`src/rtl/uart_tx_fifo.sv`:
```
// Buffered 8N1 UART transmitter: a byte FIFO on a valid/ready stream feeding a
// serialiser whose bit period is 2*BAUDSEL clocks. tx idles high and comes from a flop.
module uart_tx_fifo #(
  parameter int BAUDSEL    = 2,
  parameter int DEPTH_LOG2 = 4
) (
  input  logic                  clk,
  input  logic                  resetn,
  input  logic                  tx_valid,
  output logic                  tx_ready,
  input  logic [7:0]            tx_data,
  output logic                  tx,
  output logic                  busy,
  output logic [DEPTH_LOG2:0]   level
);

  localparam int                  DEPTH   = 1 << DEPTH_LOG2;
  localparam int                  CW      = $clog2(2 * BAUDSEL);
  localparam logic [CW-1:0]       CNT_MAX = CW'(2 * BAUDSEL - 1);
  localparam logic [CW-1:0]       CNT_ONE = CW'(1);
  localparam logic [DEPTH_LOG2:0] FULL    = (DEPTH_LOG2 + 1)'(DEPTH);
  localparam logic [DEPTH_LOG2:0] LVL_ONE = (DEPTH_LOG2 + 1)'(1);
  localparam logic [DEPTH_LOG2-1:0] PTR_ONE = DEPTH_LOG2'(1);

  typedef enum logic [1:0] {IDLE, START, DATA, STOP} state_t;

  logic [7:0]            mem [DEPTH];
  logic [DEPTH_LOG2-1:0] wptr;
  logic [DEPTH_LOG2-1:0] rptr;
  state_t                state;
  logic [CW-1:0]         cnt;
  logic [2:0]            bit_idx;
  logic [7:0]            shift;
  logic                  push;
  logic                  pop;

  // Ready is derived from registered occupancy only, so a full FIFO refuses a
  // byte even on the edge where the serialiser frees a slot.
  assign tx_ready = resetn & (level != FULL);
  assign push     = tx_valid & tx_ready;
  assign pop      = (state == IDLE) & (level != '0);
  assign busy     = (state != IDLE) | (level != '0);

  always_ff @(posedge clk) begin
    if (push) begin
      mem[wptr] <= tx_data;
    end
  end

  always_ff @(posedge clk) begin
    if (!resetn) begin
      wptr  <= '0;
      rptr  <= '0;
      level <= '0;
    end else begin
      if (push) begin
        wptr <= wptr + PTR_ONE;
      end
      if (pop) begin
        rptr <= rptr + PTR_ONE;
      end
      case ({push, pop})
        2'b10:   level <= level + LVL_ONE;
        2'b01:   level <= level - LVL_ONE;
        default: level <= level;
      endcase
    end
  end

  // The next tx value is computed one edge ahead so the line only moves on bit boundaries.
  always_ff @(posedge clk) begin
    if (!resetn) begin
      state   <= IDLE;
      tx      <= 1'b1;
      cnt     <= '0;
      bit_idx <= '0;
      shift   <= '0;
    end else begin
      case (state)
        IDLE: begin
          tx <= 1'b1;
          if (pop) begin
            shift <= mem[rptr];
            cnt   <= CNT_MAX;
            tx    <= 1'b0;
            state <= START;
          end
        end
        START: begin
          if (cnt == '0) begin
            cnt     <= CNT_MAX;
            bit_idx <= '0;
            tx      <= shift[0];
            state   <= DATA;
          end else begin
            cnt <= cnt - CNT_ONE;
          end
        end
        DATA: begin
          if (cnt == '0) begin
            cnt <= CNT_MAX;
            if (bit_idx == 3'd7) begin
              tx    <= 1'b1;
              state <= STOP;
            end else begin
              bit_idx <= bit_idx + 3'd1;
              shift   <= shift >> 1;
              tx      <= shift[1];
            end
          end else begin
            cnt <= cnt - CNT_ONE;
          end
        end
        STOP: begin
          if (cnt == '0) begin
            state <= IDLE;
          end else begin
            cnt <= cnt - CNT_ONE;
          end
        end
        default: begin
          state <= IDLE;
          tx    <= 1'b1;
        end
      endcase
    end
  end

endmodule

```
`config.mk`:
```
export PLATFORM = sky130hd
export DESIGN_NAME = uart_tx_fifo
export DESIGN_NICKNAME = d
export VERILOG_FILES = /design/src/rtl/uart_tx_fifo.sv
export SDC_FILE = /design/constraint.sdc
export NUM_CORES = 1
export LEC_CHECK = 0
export ABC_AREA = 1
export ABC_CLOCK_PERIOD_IN_PS = 2000
export CORE_UTILIZATION = 45
export DETAILED_ROUTE_END_ITERATION = 10
export PLACE_DENSITY = 0.7
export SETUP_SLACK_MARGIN = 0.02
export SLEW_MARGIN = 40
export SYNTH_ARGS = -nofsm -noshare
export SYNTH_HDL_FRONTEND = slang
export SYNTH_SLANG_ARGS = --single-unit
```
`constraint.sdc`:
```
create_clock -name clk -period 2 [get_ports clk]
set_input_delay 0.3 -clock clk [delete_from_list [all_inputs] [get_ports clk]]
set_output_delay 0.3 -clock clk [all_outputs]
set_load 0.1 [all_outputs]
```
==> run summary <==
status - finished with violations
failing checks - setup timing
core box area - 15,300 um2
Largest stage delay, worst path - 0.35 ns
Post-synth EDFFs - 128
final wirelength - 15,700 um
Clock Sinks - 161
crit path buf inv count - 3
residual DRC count - 0
Setup Skew - 0.0116 ns
Mapped Cells - 732
Max H-tree Level - 4
critical path endpoint category - register
CP top delay family - simple AND/OR/NAND/NOR gates
Clock Path Buffers - 2
kind of critical path - register to register
first-pass GRT wire length - 25,200 um
crit path cell chain - nor2_2, nand3_1, inv_2, nand2_2, nand2_4, inv_8, nand2_8, ha_4, xor2_2, ha_2, inv_2, nand2_4, nand2_4, o21ai_2, nand3_2, o21ai_1, a21oi_1
CTS Buf Count - 17
Yosys cell types - 28
Port-buffer cells - 18
CTS tree - done
total power - 0.0114 W
async set-reset flop share out of synthesis - 0%
Worst setup SP type - register
Int Pwr - 0.00712 W
root buffer cell - clkbuf_16
DR vias/cell - 5.07
wire per inst - 15.5 um
sequential fraction of the synthesis area - 63.4%
number of fillers in the final layout - 1,324
crit path max fanout - 3
most frequent CP cell - nand2_4
Leak - 3.50 nW
Hold Buf Count CTS - 0
post-placement setup slack - -0.257 ns
Total Negative Setup Slacks - -0.134 ns
vias in the first global route - 5,112
maximum vdd drop - 0.895 mV
Detail Placement HPWL - 10,400 um
Hold Violations, Final - 0
Reg power frac - 34.9%
clock insertion delay at the later pin of the skew report - 0.43 ns
max-slew violations - 0
GRT Total Usage - 20.6%
Worst EP arrival - 2.40 ns
P per Cell Area - 1320 nW/um2
syn_nets - 758
RD Place Congestion - 0.927
Reg clk slew, reported paths - 0.06 ns
Mapped Area - 7110 um2
chip width - 128 um
die area - 16,300 um2
Fin Hold WS - 0.470 ns
diode count - 0
setup ws final - -0.0903 ns
FF+latch count, synth - 161
Syn Area/Cell - 9.71 um2
layout cell share with drive strength beyond 1 - 18.6%
Worst Hold Class - register to register
die height - 128 um
Ys Warns - 0
Logic pwr share - 38.1%
switching pwr - 0.00426 W
Pre-antenna DRT Iters - 5
row count - 45
RSZ-0062 raised after global routing - true
post-route minimum period - 2.09 ns
Worst EP required - 2.31 ns
max_cap viols - 0
switching share of power - 37.4%
Clock power frac - 26.9%
largest net degree at the start of global routing - 39
initial antenna violation count - 0
Max Clock Freq - 0.478 GHz
Initial Util - 46.4%
Slew HR - 58.8%
Via Count - 5,145
Worst-Margin Slew - 0.616 ns
final setup fails - 2
ys flop type - edfxtp_1
utilization after layout - 56.3%
period utilization - 105%
slowest CP cell - dfxtp_4
DR iter-0 viols - 523
I/O pins - 19
Post-DRT Antenna Nets - 0
area grow syn2layout - 21.3%
nets - 816
Overflow after GRT - 0
## power by group through the flow
| stage | clock network (W) | registers (W) | logic [W] |
|---|---|---|---|
| after floorplan | 0 | 0.00438 | 0.00249 |
| after global placement | 0 | 0.00403 | 0.00393 |
| after detailed placement | 0 | 0.00404 | 0.00404 |
| after CTS | 0.00310 | 0.00397 | 0.00417 |
| after global routing | 0.00322 | 0.00400 | 0.00477 |
| final | 0.00306 | 0.00398 | 0.00434 |
## routing by layer
metal / global-route usage, % / routed length, um / share of wire [%]
met1: 25.5 / 6700 / 43
met2: 35.0 / 7730 / 49
met3: 4.13 / 881 / 5.6
met4: 9.07 / 384 / 2.4
met5: 0 / 0 / 0
## cells by family after synthesis
family	share of synthesized area [%]
buffers and inverters	7.06
adders and majority gates	2.64
and+or+nand+nor	21.3
DFF	63.4
xor gates and xnor gates	0.616
AOI/OAI and AO/OA	5.02
## stage by stage
step                instances  instance area, um2
floorplan                 732                7280
global placement          978                7970
detailed placement        978                7970
CTS                      1013                8570
global route             1014                8620
finish                   1014                8620
## synthesized netlist by cell type, types with 2 or more instances
cell type  number  area share (%)
inv_2           4            0.21
o21ai_0        28             2.0
nor2_1         61             3.2
xnor2_1         2            0.25
nand3_1        87             6.1
clkbuf_1        5            0.26
buf_1           3            0.16
nand2_1       212              11
xor2_1          3            0.37
buf_6           5            0.79
ha_1           15             2.6
a21oi_1        30             2.1
dfxtp_1        33             9.3
edfxtp_1      128              54
o211ai_1        6            0.63
buf_2          15             1.1
inv_1          84             4.4
## area by class of cell
cell class	instances	area, um2	area share (%)
flip-flops and latches	161	4530	52.5
multi-input cells	453	2310	26.8
clock inverters	14	129	1.49
well taps	211	264	3.06
repair buffers	67	619	7.18
inverters	90	348	4.03
clock buffers	18	429	4.98
## placed cells by master, fill, tap and decap left out, types with 6 or more instances in the layout
cell type and count:
a21oi_1 30, buf_12 7, buf_4 49, clkbuf_16 17, clkdlybuf4s50_1 10, dfxtp_1 26, edfxtp_1 128, ha_1 11
inv_1 79, inv_2 8, nand2_1 202, nand2_2 7, nand3_1 85, nor2_1 41, nor2_2 10, nor2_4 11
o211ai_1 6, o21ai_0 23
## flip-flops by register name, indices dropped and copies added, names as in the netlist, named ones only
signal   cells
bit_idx      3
cnt          2
level        5
mem        128
rptr         4
shift        8
state        2
tx           1
wptr         4
## worst register-to-register path: stages, from the launching register on
cell and delay (ns):
dfxtp_4 0.35, nor2_2 0.11, nand3_1 0.09, inv_2 0.09
nand2_2 0.06, nand2_4 0.08, inv_8 0.04, nand2_8 0.05
ha_4 0.14, xor2_2 0.16, ha_2 0.20, inv_2 0.04
nand2_4 0.07, nand2_4 0.06, o21ai_2 0.13, nand3_2 0.10
o21ai_1 0.16, a21oi_1 0.06
## final timing paths
| check | from | cells after the start | slack, ns | to |
|---|---|---|---|---|
| worst min register to register | shift[5] | 2 | 0.47 | shift[5] |
| worst max register to register | level[0] | 17 | -0.09 | level[4] |
| worst min-delay path | shift[5] | 2 | 0.47 | shift[5] |
| worst max-delay path | level[0] | 17 | -0.09 | level[4] |
## what timing repair did
| item | 4_1_cts | 5_1_grt |
|---|---|---|
| setup endpoints to repair | 1 | 5 |
| pin swaps | 11 | 11 |
| resized for setup | 10 | 11 |
| buffers inserted | 3 | 1 |
Power figures use the tool's default switching activity.
